## src/rtl/bme280_seq_pkg.sv

```systemverilog
// Shared constants and state encoding for the BME280 measurement sequencer.
package bme280_seq_pkg;

  // Register selects of the i2c register-interface block
  localparam logic [2:0] REG_ENABLE   = 3'd0;
  localparam logic [2:0] REG_SLAVE    = 3'd1;
  localparam logic [2:0] REG_RW       = 3'd2;
  localparam logic [2:0] REG_REG      = 3'd3;
  localparam logic [2:0] REG_DATA_IN  = 3'd4;
  localparam logic [2:0] REG_DATA_OUT = 3'd5;

  // BME280 register map
  localparam logic [7:0] BME_CTRL_MEAS_REG = 8'hF4;
  localparam logic [7:0] BME_DATA_BASE     = 8'hF7;
  localparam int         NUM_BYTES         = 6;

  // state       | meaning
  // ST_IDLE     | waiting for start
  // ST_SLV      | write device address to SLV
  // ST_RW       | write direction (0 write, 1 read) to RW
  // ST_REG      | write target register address to REG
  // ST_DAT      | write ctrl_meas value to DIN (write phase only)
  // ST_EN_ON    | write 1 to EN, kicks off the bus transfer
  // ST_WAIT     | transfer in flight, bus idle for XFER_CYCLES clocks
  // ST_EN_OFF   | write 0 to EN
  // ST_MEAS_DLY | conversion wait, MEAS_WAIT clocks
  // ST_RD_REQ   | read strobe on DOUT
  // ST_RD_CAP   | capture read data into byte buffer
  // ST_DONE     | publish raw words, pulse done
  typedef enum logic [3:0] {
    ST_IDLE,
    ST_SLV,
    ST_RW,
    ST_REG,
    ST_DAT,
    ST_EN_ON,
    ST_WAIT,
    ST_EN_OFF,
    ST_MEAS_DLY,
    ST_RD_REQ,
    ST_RD_CAP,
    ST_DONE
  } seq_state_t;

endpackage

```

## src/rtl/bme280_sequencer.sv

```systemverilog
// BME280 measurement sequencer: configures ctrl_meas over the i2c register
// block, waits for conversion, burst-reads 0xF7..0xFC one byte per
// transaction and packs raw 20-bit pressure/temperature words.
// Bus outputs are registered from the current state, so every access
// appears on the bus one clock after the state that issues it.
module bme280_sequencer
  import bme280_seq_pkg::*;
#(
  parameter logic [6:0] SLAVE_ADDR  = 7'h76,
  parameter logic [7:0] CTRL_MEAS   = 8'h27,
  parameter logic [7:0] BURST_BASE  = BME_DATA_BASE,
  parameter int         XFER_CYCLES = 4,
  parameter int         MEAS_WAIT   = 8
) (
  input  logic        clk,
  input  logic        rst,
  input  logic        start,
  output logic        busy,
  output logic        done,
  output logic [2:0]  i2c_address,
  output logic [7:0]  i2c_write_data,
  output logic        i2c_we,
  output logic        i2c_re,
  input  logic [7:0]  i2c_read_data,
  output logic [19:0] raw_press,
  output logic [19:0] raw_temp
);

  localparam int CNT_MAX = (XFER_CYCLES > MEAS_WAIT) ? XFER_CYCLES : MEAS_WAIT;
  localparam int CW      = $clog2(CNT_MAX) + 1;
  localparam logic [CW-1:0] CNT_XFER = CW'(XFER_CYCLES);
  localparam logic [CW-1:0] CNT_MEAS = CW'(MEAS_WAIT);
  localparam logic [CW-1:0] CNT_ONE  = CW'(1);
  localparam logic [2:0]    K_LAST   = 3'(NUM_BYTES - 1);

  seq_state_t    r_state;
  seq_state_t    w_next;
  logic [CW-1:0] r_cnt;
  logic [2:0]    r_k;
  logic          r_rd_phase;
  logic [7:0]    r_buf [NUM_BYTES];

  logic          w_cnt_last;
  logic          w_we;
  logic          w_re;
  logic [2:0]    w_addr;
  logic [7:0]    w_wdata;
  logic          w_done;

  assign w_cnt_last = (r_cnt == CNT_ONE);

  // Next-state logic
  always_comb begin
    w_next = r_state;
    case (r_state)
      ST_IDLE:     if (start) w_next = ST_SLV;
      ST_SLV:      w_next = ST_RW;
      ST_RW:       w_next = ST_REG;
      ST_REG:      w_next = r_rd_phase ? ST_EN_ON : ST_DAT;
      ST_DAT:      w_next = ST_EN_ON;
      ST_EN_ON:    w_next = ST_WAIT;
      ST_WAIT:     if (w_cnt_last) w_next = ST_EN_OFF;
      ST_EN_OFF:   w_next = r_rd_phase ? ST_RD_REQ : ST_MEAS_DLY;
      ST_MEAS_DLY: if (w_cnt_last) w_next = ST_SLV;
      ST_RD_REQ:   w_next = ST_RD_CAP;
      ST_RD_CAP:   w_next = (r_k == K_LAST) ? ST_DONE : ST_SLV;
      ST_DONE:     w_next = ST_IDLE;
      default:     w_next = ST_IDLE;
    endcase
  end

  // State register
  always_ff @(posedge clk or posedge rst) begin
    if (rst) r_state <= ST_IDLE;
    else     r_state <= w_next;
  end

  // Shared wait counter, loaded on entry to WAIT / MEAS_DLY
  always_ff @(posedge clk or posedge rst) begin
    if (rst) begin
      r_cnt <= '0;
    end else if (r_state == ST_EN_ON) begin
      r_cnt <= CNT_XFER;
    end else if (r_state == ST_EN_OFF && !r_rd_phase) begin
      r_cnt <= CNT_MEAS;
    end else if (r_state == ST_WAIT || r_state == ST_MEAS_DLY) begin
      r_cnt <= r_cnt - CNT_ONE;
    end
  end

  // Phase flag and byte index
  always_ff @(posedge clk or posedge rst) begin
    if (rst) begin
      r_rd_phase <= 1'b0;
      r_k        <= 3'd0;
    end else begin
      if (r_state == ST_IDLE && start) begin
        r_rd_phase <= 1'b0;
        r_k        <= 3'd0;
      end else if (r_state == ST_MEAS_DLY && w_cnt_last) begin
        r_rd_phase <= 1'b1;
      end else if (r_state == ST_RD_CAP && r_k != K_LAST) begin
        r_k <= r_k + 3'd1;
      end
    end
  end

  // Byte capture; the read strobe is on the bus during RD_CAP, so data is taken here
  always_ff @(posedge clk or posedge rst) begin
    if (rst) begin
      for (int i = 0; i < NUM_BYTES; i++) r_buf[i] <= 8'h00;
    end else if (r_state == ST_RD_CAP) begin
      r_buf[r_k] <= i2c_read_data;
    end
  end

  // Bus access decode for the current state
  always_comb begin
    w_we    = 1'b0;
    w_re    = 1'b0;
    w_addr  = 3'd0;
    w_wdata = 8'h00;
    w_done  = 1'b0;
    case (r_state)
      ST_SLV: begin
        w_we    = 1'b1;
        w_addr  = REG_SLAVE;
        w_wdata = {1'b0, SLAVE_ADDR};
      end
      ST_RW: begin
        w_we    = 1'b1;
        w_addr  = REG_RW;
        w_wdata = {7'd0, r_rd_phase};
      end
      ST_REG: begin
        w_we    = 1'b1;
        w_addr  = REG_REG;
        w_wdata = r_rd_phase ? (BURST_BASE + {5'd0, r_k}) : BME_CTRL_MEAS_REG;
      end
      ST_DAT: begin
        w_we    = 1'b1;
        w_addr  = REG_DATA_IN;
        w_wdata = CTRL_MEAS;
      end
      ST_EN_ON: begin
        w_we    = 1'b1;
        w_addr  = REG_ENABLE;
        w_wdata = 8'h01;
      end
      ST_EN_OFF: begin
        w_we    = 1'b1;
        w_addr  = REG_ENABLE;
        w_wdata = 8'h00;
      end
      ST_RD_REQ: begin
        w_re    = 1'b1;
        w_addr  = REG_DATA_OUT;
      end
      ST_DONE: w_done = 1'b1;
      default: ;
    endcase
  end

  // Registered outputs and result words
  always_ff @(posedge clk or posedge rst) begin
    if (rst) begin
      busy           <= 1'b0;
      done           <= 1'b0;
      i2c_we         <= 1'b0;
      i2c_re         <= 1'b0;
      i2c_address    <= 3'd0;
      i2c_write_data <= 8'h00;
      raw_press      <= 20'd0;
      raw_temp       <= 20'd0;
    end else begin
      busy           <= (r_state != ST_IDLE);
      done           <= w_done;
      i2c_we         <= w_we;
      i2c_re         <= w_re;
      i2c_address    <= w_addr;
      i2c_write_data <= w_wdata;
      if (r_state == ST_DONE) begin
        raw_press <= {r_buf[0], r_buf[1], r_buf[2][7:4]};
        raw_temp  <= {r_buf[3], r_buf[4], r_buf[5][7:4]};
      end
    end
  end

endmodule

```

## config.mk

```make
export PLATFORM = sky130hd
export DESIGN_NAME = bme280_sequencer
export DESIGN_NICKNAME = d
export VERILOG_FILES = /design/src/rtl/bme280_seq_pkg.sv /design/src/rtl/bme280_sequencer.sv
export SDC_FILE = /design/constraint.sdc
export NUM_CORES = 1
export LEC_CHECK = 0
export CORE_MARGIN = 2
export CORE_UTILIZATION = 46
export DETAILED_ROUTE_END_ITERATION = 16
export GPL_ROUTABILITY_DRIVEN = 0
export MAX_ROUTING_LAYER = met4
export PLACE_DENSITY = 0.78
export SKIP_LAST_GASP = 1
export SYNTH_ARGS = -nofsm -noshare
export SYNTH_HDL_FRONTEND = slang
export SYNTH_SLANG_ARGS = --single-unit
```

## constraint.sdc

```tcl
create_clock -name clk -period 7.3 [get_ports clk]
set_input_delay 1.46 -clock clk [delete_from_list [all_inputs] [get_ports clk]]
set_output_delay 1.46 -clock clk [all_outputs]
set_load 0.01 [all_outputs]
```

Yosys cells after proc, flatten, opt, wreduce, memory -nomap -nowiden
Index checks and enable logic that the tools add are counted.

Add/subtract/negate cells: 3. Order comparisons: 2. Eq/ne operators: 18. Muxes and demuxes: 24. Bitwise logic cells: 1. Reduce and logical (&&, ||, !) cells: 15.

Operators by type and width (number): $bwmux 48 (1); $pmux 4 s11 (1); $pmux 8 s5 (1); $mux 4 (7); $demux 8 s3 (1); $eq 4x3->1 const B (4); $eq 4x4->1 const B (4); $mux 8 (2); $pmux 3 s5 (1); $mux 3 (3); $eq 4x1->1 const B (2); $eq 4x2->1 const B (2); $ne 2x2->1 const B (4); $mux 1 (7); $add 5x4->6 const A (1); $reduce_or 6->1 (1); $logic_and 1x1->1 (5); $ge 4x4->1 const B (1); $logic_not 4->1 (1); $lt 4x1->1 const B (1); $not 3->4 (1); $reduce_bool 2->1 (2); $reduce_bool 4->1 (1); $sub 4x1->4 const B (1); 8 further kinds (8).

Register bits after elaboration: 115. Bits of input ports: 11. Output and inout port bits: 55. Logic and storage cells: 81.

Longest topological paths before layout
Gate-level depths: netlist of the first run.

Depth in word-level cells: 6. Gate-level depth with buffers: 7. Mapped depth without buffers: 6.

Least setup slack after synthesis of the first run
OpenSTA, ideal clock, no wires.

Path type: flip-flop to output port. Start: register i2c_write_data[6]. End: output i2c_write_data[6]. Data arrival time: 0.539 ns. Data required time: 5.840 ns. Slack: 5.301 ns. Stages on the path, launching flop included: 2. Path buffers: 1. Cells stage by stage: dfrtp_1 -> buf_4.

RTL lines: from (decl) (line bme280_sequencer.sv:21) `output logic [7:0] i2c_write_data,`; from (signal assigned) (line bme280_sequencer.sv:181) `i2c_write_data <= w_wdata;`.

No word-level cell between the ends.

Worst setup path after layout of the first run
Start: register r_state[3]. End: register raw_temp[1].

Word-level cells in the longest chain between the ends: 1.

Ends and longest elaborated chain: from (decl) (line bme280_sequencer.sv:36) `seq_state_t r_state;`; from (signal assigned) (line bme280_sequencer.sv:75) `else r_state <= w_next;`; $eq 4x4->1 (line bme280_sequencer.sv:182) `if (r_state == ST_DONE) begin`; to (signal assigned) (line bme280_sequencer.sv:184) `raw_temp <= {r_buf[3], r_buf[4], r_buf[5][7:4]};`; to (decl) (line bme280_sequencer.sv:26) `output logic [19:0] raw_temp`.

No other way between the ends. A chain may end at the register's enable or synchronous reset.

==> results of run 1 <==
## through the flow
step           utilization (%)  cells  instance area, um2  power (mW)  hold WS (ns)
3_5_place_dp              55.6    501                5140        1.61         0.489
5_1_grt                   57.6    517                5330        2.06         0.520
2_1_floorplan                -    322                4390        1.31         0.475
4_1_cts                   57.6    517                5330        1.95         0.514
3_3_place_gp              55.6    501                5140        1.59         0.482
6_report                  57.6    517                5330        1.93         0.511
## state kept, by name, indices dropped and copies added, names as in the netlist
| signal | flops |
|---|---|
| r_state | 4 |
| i2c_write_data | 7 |
| raw_temp | 20 |
| raw_press | 20 |
| r_rd_phase | 1 |
| i2c_we | 1 |
| busy | 1 |
| r_cnt | 4 |
| r_buf | 40 |
| i2c_re | 1 |
| r_k | 3 |
| done | 1 |
| i2c_address | 3 |
## layer usage
layer	vias to the layer above	global-route usage (%)	part of all wire, %
met5	-	-	0
met1	1345	23.9	48
li1	1245	-	-
met2	50	23.6	47
met3	10	2.69	2.8
met4	0	6.65	1.7
## Yosys cell counts (3+ instances only)
| cell type | count |
|---|---|
| buf_2 | 8 |
| clkbuf_1 | 5 |
| and3_1 | 4 |
| mux2i_1 | 3 |
| nand2_1 | 11 |
| a21oi_1 | 16 |
| a31oi_1 | 3 |
| nor3_1 | 4 |
| ha_1 | 5 |
| nand3_1 | 3 |
| nand2b_1 | 5 |
| dfrtp_1 | 106 |
| nor2_1 | 14 |
| inv_1 | 11 |
| mux2_2 | 80 |
| o21ai_0 | 5 |
## power groups by stage
stage | sequential (mW) | clock, mW | combinational (mW)
after floorplan | 0.908 | 0 | 0.400
after global placement | 0.930 | 0 | 0.658
after detailed placement | 0.940 | 0 | 0.672
after CTS | 0.928 | 0.347 | 0.676
after global routing | 0.955 | 0.371 | 0.735
final | 0.929 | 0.336 | 0.669
## worst paths after layout
path / startpoint / endpoint / cells past startpoint
min in group asynchronous: rst / i2c_address[2]$_DFF_PP0_ / 2
hold / removal: r_buf[21]$_DFFE_PP0P_ / r_buf[21]$_DFFE_PP0P_ / 1
setup / recovery: r_state[3]$_DFFE_PP0P_ / raw_temp[1]$_DFFE_PP0P_ / 3
hold reg to reg: r_buf[21]$_DFFE_PP0P_ / r_buf[21]$_DFFE_PP0P_ / 1
max in group asynchronous: rst / r_state[3]$_DFFE_PP0P_ / 3
setup reg to reg: r_state[3]$_DFFE_PP0P_ / raw_temp[1]$_DFFE_PP0P_ / 3
## area by class of cell
class / instances / area [um2]
clock inverter: 6 / 56.3
multi-input combinational: 189 / 1630
tap: 129 / 161
fill: 744 / 3920
inverter: 11 / 43.8
sequential: 106 / 2650
clock buffer: 10 / 128
timing repair buffer: 66 / 658
## kinds of logic (layout without fill, tap and decap cells)
group | Yosys count | after routing
compound gates | 36 | 36
simple gates | 61 | 61
fa+ha+maj | 5 | 5
flops | 106 | 106
mux | 83 | 83
xor+xnor | 4 | 4
buf+inv | 27 | 93
==> results summary, run 1 <==
The flow ran to the end, and the final reports show no timing, DRC or antenna violations. Synthesis produced 322 cells. The part of the total power dissipated in combinational logic is 34.6%. The time the final worst path needs with I/O delays and setup came out at 2.76 ns. dfrtp_1 takes more of the synthesized area than any other cell.

The switching share of power is 33.1%. The proportion of synthesized flip-flops having asynchronous set or reset is 100%. The library cell used most frequently in the layout, excluding fill and tap cells, is dfrtp_1.

The static leakage is 2.41 nW. The number of maximum-capacitance violations is 0. STA classifies the critical path endpoint as a flip-flop. The number of distinct library cells after synthesis is 45. The proportion of netlist area held by the largest area contributor came out at 60.4%. TritonCTS built the clock tree. The fmax is 363 MHz. The delay of the slowest critical-path stage came out at 0.90 ns.

The global route total overflow came out at 0. The final routed wire length divided by cell count is 15.4 um. The slew at the pin closest to its max-slew limit came out at 1.11 ns. The post-synthesis cell area came out at 4390 um2. After clock tree synthesis, the repair step resized 0 gates.

The clock-pin transition on the worst setup and hold timing paths is 0.10 ns. The initialized floorplan defines 35 standard-cell rows. The detailed placer's ending HPWL is 5270 um. The maximum number of pins on one net before global-route repair came out at 92.

The starting utilization of the core area is 47.5%. The xor and xnor fraction of the mapped netlist area came out at 0.798%. The required time at the endpoint of the critical path came out at 7.55 ns. The final max-slew violation count came out at 0. The dominant delay contributor by cell family on the critical path is simple AND/OR/NAND/NOR gates. The synthesized-area fraction occupied by ao, oa, aoi and oai cells came out at 5.04%.

The number of diodes came out at 0. The portion of total power attributed to the clock network is 17.4%. The largest family of logic cells by synthesized area is multiplexers. The share of cells above drive strength 1 is 27.6%. The min-delay analysis places its worst path in the category reg2reg. The number of hold violations in the final report came out at 0. The library cell used as clock root buffer is clkbuf_8. The synthesized net count is 338.

The worst setup path is of the reg2reg kind. In the layout the commonest cells are 106 x dfrtp_1, 80 x mux2_2, 65 x clkdlybuf4s50_1, 16 x a21oi_1, 14 x nor2_1. The post-synthesis area per instance came out at 13.6 um2. The synthesized flop and latch total is 106.

The via count is 2650. The cts-stage hold buffer count is 0. The signal on the critical path passes through and2b_4 -> nand3_2 -> mux2_2. The H-tree depth reported by CTS is 3. In this run the post-CTS setup repair buffer count came out at 0.

The cell-internal power came out at 1.29 mW. The switching power is 0.641 mW. Setup repair after global routing left no endpoint under its margin. In the global route stage, overall resource usage came out at 16.6%.

The DRC marker count from the first detailed-route iteration is 205. The count of endpoints failing setup in the final report is 0. The worst setup slack before clock tree synthesis came out at 4.14 ns. For this block, the routed nets add up to 7950 um of wire.

The total die area is 10300 um2. The area growth from synthesis to layout is 21.3%. For flop-to-flop paths, the worst setup slack is 4.54 ns. The fraction of synthesized area in multiplexers came out at 21.2%. The simple logic cell fraction of the synthesized area is 8.43%. Summing the areas of all fa, ha and maj instances in the mapped netlist gives 1.42% of the synthesized area.

For this design, the slowest cell found on the critical path is dfrtp_1. The overall die height came out at 102 um. The chip width is 102 um. The number of DRC violations after detailed routing is 0.

The highest net fanout along the worst path is 41. The sum of negative setup slack is 0 ns. The antenna violation net count after detailed routing is 0. The count of yosys warnings during synthesis came out at 0. The clock buffer count from CTS came out at 9. The total core area is 9240 um2. The number of iterations in the first detailed-routing pass is 4.

The register area share after synthesis came out at 60.4%. For this run, the leading register cell type out of synthesis is dfrtp_1. The global-route wire length before repair is 12800 um. Buffers placed on the I/O ports in this run total 65. The share of the clock period used by the worst path is 37.8%. The critical path arrival came out at 3.01 ns. The number of buffer and inverter instances along the worst setup path is 0. The worst setup skew after layout came out at 0.0137 ns.

Measured against its own limit, the worst slew margin works out to 26.0%. The number of global-route vias before repair came out at 2586. The post-layout net count is 399. The ratio of total power to cell area came out at 363 nW/um2. The ratio of routed vias to standard cells is 5.13.

The maximum ir drop on the vdd rail is 192 uV. The sequential fraction of design power came out at 48.0%. STA classifies the critical path startpoint as a flip-flop. The TritonCTS sink count is 106.

The initial antenna violation count came out at 0. The number of buffers on the longest clock path is 2. In this run the count of I/O pins placed on the die edge is 66.

The final worst setup slack came out at 4.54 ns. The later-pin clock latency in the skew report came out at 0.37 ns. Counting flops with a built-in enable in the synthesized netlist gives 0. After synthesis, the cell types taking the most area are dfrtp_1 60%, mux2_2 21%, a21oi_1 1.8%, ha_1 1.4%, nor2_1 1.2%.
No activity file was read; power rests on OpenSTA's default activity.
==> run 2, diff against run 1 <==
clock period = 2.85 ns   (was 7.3 ns; I/O delays follow)
==> run 2 against run 1 <==
Net effect:
- non-clock buffer count grew 3
- sequential share of layout area decreased by 0.53 points
- hold slack lost 0.0040 ns
- via count up 1.4%
- die area stayed put
- global-route usage grew 0.66 points
- cell count up 0.58%
- utilization is 0.62 points higher
- flip-flop and latch count unchanged
- wire length is 1.1% higher
- clock-buffer cell count shrank 1
- clock power grew to 2.6 times the previous value
- highest routed layer unchanged
==> results summary, run 2 (same netlist as run 1, synthesis figures left out) <==
The number of standard-cell rows in the floorplan came out at 35 (unchanged). The share of cells above drive strength 1 is 28.4% (was 27.6%). The highest net fanout along the worst path was 23 (was 41).

The number of buffers on the longest clock path was 2 (unchanged). The overall die height is 102 um (unchanged). The global route total overflow is 0 (unchanged). The worst setup skew after layout is 0.0166 ns (was 0.0137 ns). The ratio of total power to cell area came out at 928 nW/um2 (was 363 nW/um2). Regs by FF count: r_buf: 40 flops, raw_press: 20 flops, raw_temp: 20 flops (unchanged). The critical path arrival is 2.41 ns (was 3.01 ns).

The ratio of routed vias to standard cells came out at 5.17 (was 5.13). The number of iterations in the first detailed-routing pass was 4 (unchanged). The TritonCTS sink count came out at 106 (unchanged). The clock buffer count from CTS is 9 (unchanged).

The number of maximum-capacitance violations is 0 (unchanged). The total placed cells including tap cells is 504 (was 501). The H-tree depth reported by CTS is 3 (unchanged). The clock-pin transition on the worst setup and hold timing paths came out at 0.12 ns (was 0.10 ns). The detailed placer's ending HPWL was 5450 um (was 5270 um). The maximum number of pins on one net before global-route repair came to 107 (was 92). The CTS tree is built (unchanged). The number of gates resized after CTS is 0 (unchanged).

The leading cell type in the layout, fill and taps excluded is dfrtp_1 (unchanged). The path type of the worst min-delay path was reg2reg (unchanged). The final max-slew violation count was 0 (unchanged).

The count of input and output buffers came out at 65 (unchanged). The cts-stage hold buffer count is 0 (unchanged). The antenna violation net count after detailed routing came to 0 (unchanged). The count of endpoints failing setup in the final report is 0 (unchanged).

Status: completed (unchanged). The power consumption came out at 5.00 mW (was 1.93 mW). The worst setup slack before clock tree synthesis is 0.752 ns (was 4.14 ns). The most flop-heavy register is r_buf (unchanged). The routed wire length came out at 8040 um (was 7950 um).

The starting utilization of the core area came out at 47.5% (unchanged). Setup repair after global routing missed its margin: false (unchanged). The total core area is 9240 um2 (unchanged). The startpoint-to-endpoint class of the critical path is reg2reg (unchanged).

The type of destination of the critical path was a flip-flop (unchanged). The total global routing track utilization came out at 17.3% (was 16.6%). The library cell used as clock root buffer is clkbuf_8 (unchanged). The area growth from synthesis to layout is 22.6% (was 21.3%). Most frequent cells in the layout: 106 x dfrtp_1, 80 x mux2_2, 65 x clkdlybuf4s50_1, 16 x a21oi_1, 14 x nor2_1 (unchanged). The time the final worst path needs with I/O delays and setup came out at 2.15 ns (was 2.76 ns).

The number of global-route vias before repair is 2650 (was 2586). The maximum ir drop on the vdd rail is 426 uV (was 192 uV). The non-filler instance count after layout came out at 520 (was 517).

The share of the clock period used by the worst path came out at 75.5% (was 37.8%). The total die area is 10300 um2 (unchanged). The worst hold slack across all endpoints was 0.507 ns (was 0.511 ns).

The number of hold violations in the final report is 0 (unchanged). The later-pin clock latency in the skew report is 0.38 ns (was 0.37 ns). The number of flip-flops under the largest register name is 40 (unchanged). The sum of negative setup slack came out at 0 ns (unchanged). The initial antenna violation count came out at 0 (unchanged). The global-route wire length before repair is 13300 um (was 12800 um).

The slew at the pin closest to its max-slew limit is 0.625 ns (was 1.11 ns). The DRC marker count from the first detailed-route iteration is 153 (was 205). The worst-case headroom to the max-slew limit was 58.3% (was 26.0%). The chip width is 102 um (unchanged). The number of diodes is 0 (unchanged). The static leakage came to 2.44 nW (was 2.41 nW). The via count came out at 2686 (was 2650). The required time at the endpoint of the critical path is 3.11 ns (was 7.55 ns). The I/O pin total came out at 66 (unchanged). The setup slack on the worst flop-to-flop path is 0.70 ns (was 4.54 ns).

The category of the worst setup path launch point was a flip-flop (unchanged). The fmax came out at 464 MHz (was 363 MHz). The number of DRC violations after detailed routing came out at 0 (unchanged). The final routed wire length divided by cell count came out at 15.5 um (was 15.4 um).

The post-layout net count came to 402 (was 399). The post-CTS setup buffer count came out at 0 (unchanged). The final worst setup slack is 0.697 ns (was 4.54 ns).
==> run 2: final timing paths <==
path                       cells after the start                    from                        to
hold / removal                                 1   r_buf[22]$_DFFE_PP0P_  raw_temp[18]$_DFFE_PP0P_
setup reg to reg                               4  r_state[1]$_DFFE_PP0P_      r_buf[8]$_DFFE_PP0P_
max in group asynchronous                      3                     rst    r_rd_phase$_DFFE_PP0P_
hold reg to reg                                1   r_buf[22]$_DFFE_PP0P_  raw_temp[18]$_DFFE_PP0P_
min in group asynchronous                      3                     rst   raw_temp[2]$_DFFE_PP0P_
setup / recovery                               4  r_state[1]$_DFFE_PP0P_      r_buf[8]$_DFFE_PP0P_
==> run 2: metrics by stage <==
stage                     utilization [%]  area (um2)
after global placement               56.2        5190
after detailed placement             56.2        5190
after floorplan                         -        4400
after CTS                            58.3        5380
final                                58.3        5380
after global routing                 58.3        5380
==> run 2: worst max-delay path: stages (launching register included) <==
cell	delay, ns
dfrtp_1	0.75
and2b_2	0.32
nand3_4	0.12
nor3b_4	0.45
mux2_2	0.39
==> run 2: routing by layer <==
| layer | routed length, um | global-route usage [%] |
|---|---|---|
| met5 | 0 | - |
| met3 | 253 | 3.52 |
| met1 | 3830 | 24.7 |
| met4 | 84 | 5.82 |
| met2 | 3880 | 24.7 |
==> run 2: area by class of cell <==
cell class	count	area, um2
well taps	129	161
clock buffers	9	124
multi-input cells	189	1630
flip-flops and latches	106	2650
fillers	740	3860
clock inverters	7	68.8
repair buffers	69	706
inverters	11	45.0
==> run 2: where the power goes <==
group | internal (mW) | switching [mW]
registers | 1.97 | 0.318
logic | 1.03 | 0.796
clock network | 0.340 | 0.548
total | 3.34 | 1.66
==> run 3, diff against run 2 <==
clock period = 2.2 ns   (was 2.85 ns; I/O delays follow)
==> run 3 against run 2 <==
Net effect:
- wire length increased by 0.61%
- sequential share of layout area shrank 0.22 points
- non-clock buffer count rose by 3
- via count is 0.48% higher
- largest power group unchanged
- highest routed layer unchanged
==> results summary, run 3 (same netlist as run 1, synthesis figures left out) <==
Status: completed (unchanged). The number of gates resized after CTS came out at 0 (unchanged). The library cell used as clock root buffer is clkbuf_8 (unchanged). The number of iterations in the first detailed-routing pass came out at 4 (unchanged). The number of DRC violations after detailed routing is 0 (unchanged). The cts-stage hold buffer count came to 0 (unchanged). The final max-slew violation count came out at 0 (unchanged). The starting utilization of the core area came out at 47.5% (unchanged).

The type of destination of the critical path is a flip-flop (unchanged). The switching power was 2.16 mW (was 1.66 mW). The via count came out at 2699 (was 2686). The number of buffer and inverter instances along the worst setup path is 1 (was 0). The post-CTS setup buffer count was 0 (unchanged).

The worst setup skew after layout is 0.0132 ns (was 0.0166 ns). The switching share of power came out at 33.1% (was 33.2%). The delay of the slowest critical-path stage is 0.56 ns (was 0.75 ns). The most flop-heavy register is r_buf (unchanged). The detailed placer's ending HPWL came out at 5650 um (was 5450 um). The post-layout net count came to 405 (was 402).

The slowest library cell on the worst path is dfrtp_1 (unchanged). The worst hold slack across all endpoints came out at 0.510 ns (was 0.507 ns). The static leakage is 2.46 nW (was 2.44 nW). The utilization after layout is 58.5% (was 58.3%). The cell-internal power is 4.36 mW (was 3.34 mW). The number of buffers on the longest clock path is 2 (unchanged). The worst setup slack before clock tree synthesis is 0.337 ns (was 0.752 ns). The global-route wire length before repair was 13300 um (about the same). The area growth from synthesis to layout is 23.1% (was 22.6%). The non-filler instance count after layout came out at 523 (was 520). Most frequent cells in the layout: 106 x dfrtp_1, 80 x mux2_2, 65 x clkdlybuf4s50_1, 16 x a21oi_1, 14 x nor2_1 (unchanged).

The startpoint-to-endpoint class of the critical path is reg2reg (unchanged). The time the final worst path needs with I/O delays and setup was 1.86 ns (was 2.15 ns). The number of hold violations in the final report is 0 (unchanged). The count of input and output buffers came out at 65 (unchanged). The sequential fraction of design power came to 44.5% (was 45.7%).

The share of the clock period used by the worst path came out at 84.5% (was 75.5%). The final worst setup slack is 0.340 ns (was 0.697 ns). The leading cell type in the layout, fill and taps excluded is dfrtp_1 (unchanged). The power consumption was 6.51 mW (was 5.00 mW). The global route total overflow is 0 (unchanged). The share of cells above drive strength 1 is 28.9% (was 28.4%).

The dominant delay contributor by cell family on the critical path is simple AND/OR/NAND/NOR gates (unchanged). The critical path arrival came to 2.12 ns (was 2.41 ns). The total placed cells including tap cells is 507 (was 504).

The category of the worst setup path launch point is a flip-flop (unchanged). The maximum number of pins on one net before global-route repair came out at 107 (unchanged). The H-tree depth reported by CTS is 3 (unchanged).

The antenna violation net count after detailed routing is 0 (unchanged). The sequential cell area came out at 2650 um2 (unchanged). The number of maximum-capacitance violations is 0 (unchanged).

The sum of negative setup slack is 0 ns (unchanged). Regs by FF count: r_buf: 40 flops, raw_press: 20 flops, raw_temp: 20 flops (unchanged). The final non-filler cell area is 5410 um2 (was 5380 um2).

The clock buffer count from CTS is 9 (unchanged). The fmax is 538 MHz (was 464 MHz). The required time at the endpoint of the critical path is 2.46 ns (was 3.11 ns). The DRC marker count from the first detailed-route iteration is 137 (was 153). The number of global-route vias before repair came to 2664 (was 2650). The overall die height is 102 um (unchanged). The part of the total power dissipated in combinational logic came out at 37.9% (was 36.5%).

The number of standard-cell rows in the floorplan came out at 35 (unchanged). The filler cell count in the final layout is 729 (was 740). The portion of total power attributed to the clock network was 17.6% (was 17.8%).

The total die area came to 10300 um2 (unchanged). The path type of the worst min-delay path is reg2reg (unchanged). The TritonCTS sink count came out at 106 (unchanged). The worst-case headroom to the max-slew limit came out at 60.2% (was 58.3%).

CP Cell Sequence: and2b_4 -> nand3_2 -> buf_12 -> mux2_2 (was and2b_2 -> nand3_4 -> nor3b_4 -> mux2_2). The number of flip-flops under the largest register name came out at 40 (unchanged). The later-pin clock latency in the skew report is 0.38 ns (about the same). The ratio of routed vias to standard cells came out at 5.16 (was 5.17). The ratio of total power to cell area came out at 1200 nW/um2 (was 928 nW/um2). The footprint of the multi-input gates is 1630 um2 (unchanged). The I/O pin total is 66 (unchanged).

The clock-pin transition on the worst setup and hold timing paths was 0.10 ns (was 0.12 ns). The chip width is 102 um (unchanged). The maximum ir drop on the vdd rail is 594 uV (was 426 uV). The standard cell area after detailed placement is 5210 um2 (was 5190 um2). The total core area is 9240 um2 (unchanged).

The count of endpoints failing setup in the final report came to 0 (unchanged). The final routed wire length divided by cell count came to 15.5 um (about the same). The slew at the pin closest to its max-slew limit came out at 0.595 ns (was 0.625 ns).

The initial antenna violation count came out at 0 (unchanged). The CTS tree is built (unchanged). The total global routing track utilization is 17.3% (about the same). The highest net fanout along the worst path is 29 (was 23). The routed wire length came to 8090 um (was 8040 um).

The number of diodes came out at 0 (unchanged). Setup repair after global routing missed its margin: false (unchanged).
==> run 3: final timing paths <==
path | cells after the start | to | from | slack (ns)
max | 4 | raw_press[1]$_DFFE_PP0P_ | r_state[3]$_DFFE_PP0P_ | 0.34
min | 1 | raw_temp[17]$_DFFE_PP0P_ | raw_temp[17]$_DFFE_PP0P_ | 0.51
max reg2reg | 4 | raw_press[1]$_DFFE_PP0P_ | r_state[3]$_DFFE_PP0P_ | 0.34
min reg2reg | 1 | raw_temp[17]$_DFFE_PP0P_ | raw_temp[17]$_DFFE_PP0P_ | 0.51
max in group asynchronous | 3 | r_buf[28]$_DFFE_PP0P_ | rst | 1.24
min in group asynchronous | 3 | i2c_write_data[2]$_DFF_PP0_ | rst | 0.58
==> run 3: metal layers <==
metal	vias up	global-route usage (%)	wire (um)
met2	63	25.3	3810
met5	-	-	0
li1	1265	-	-
met4	0	6.44	125
met1	1358	24.3	3840
met3	13	3.04	307
==> run 3: cell type report <==
type / count / area share (%)
clock buffers: 9 / 2.29
clock inverters: 7 / 1.30
inverters: 11 / 0.833
multi-input cells: 189 / 30.1
flip-flops and latches: 106 / 49.1
well taps: 129 / 2.99
repair buffers: 72 / 13.5
==> run 3: power groups by stage <==
stage | Combinational, mW | Clock [mW] | Sequential [mW]
4_1_cts | 2.49 | 1.17 | 2.91
3_5_place_dp | 2.48 | 0 | 2.95
3_3_place_gp | 2.41 | 0 | 2.91
5_1_grt | 2.71 | 1.26 | 2.99
6_report | 2.47 | 1.15 | 2.90
2_1_floorplan | 1.33 | 0 | 3.01
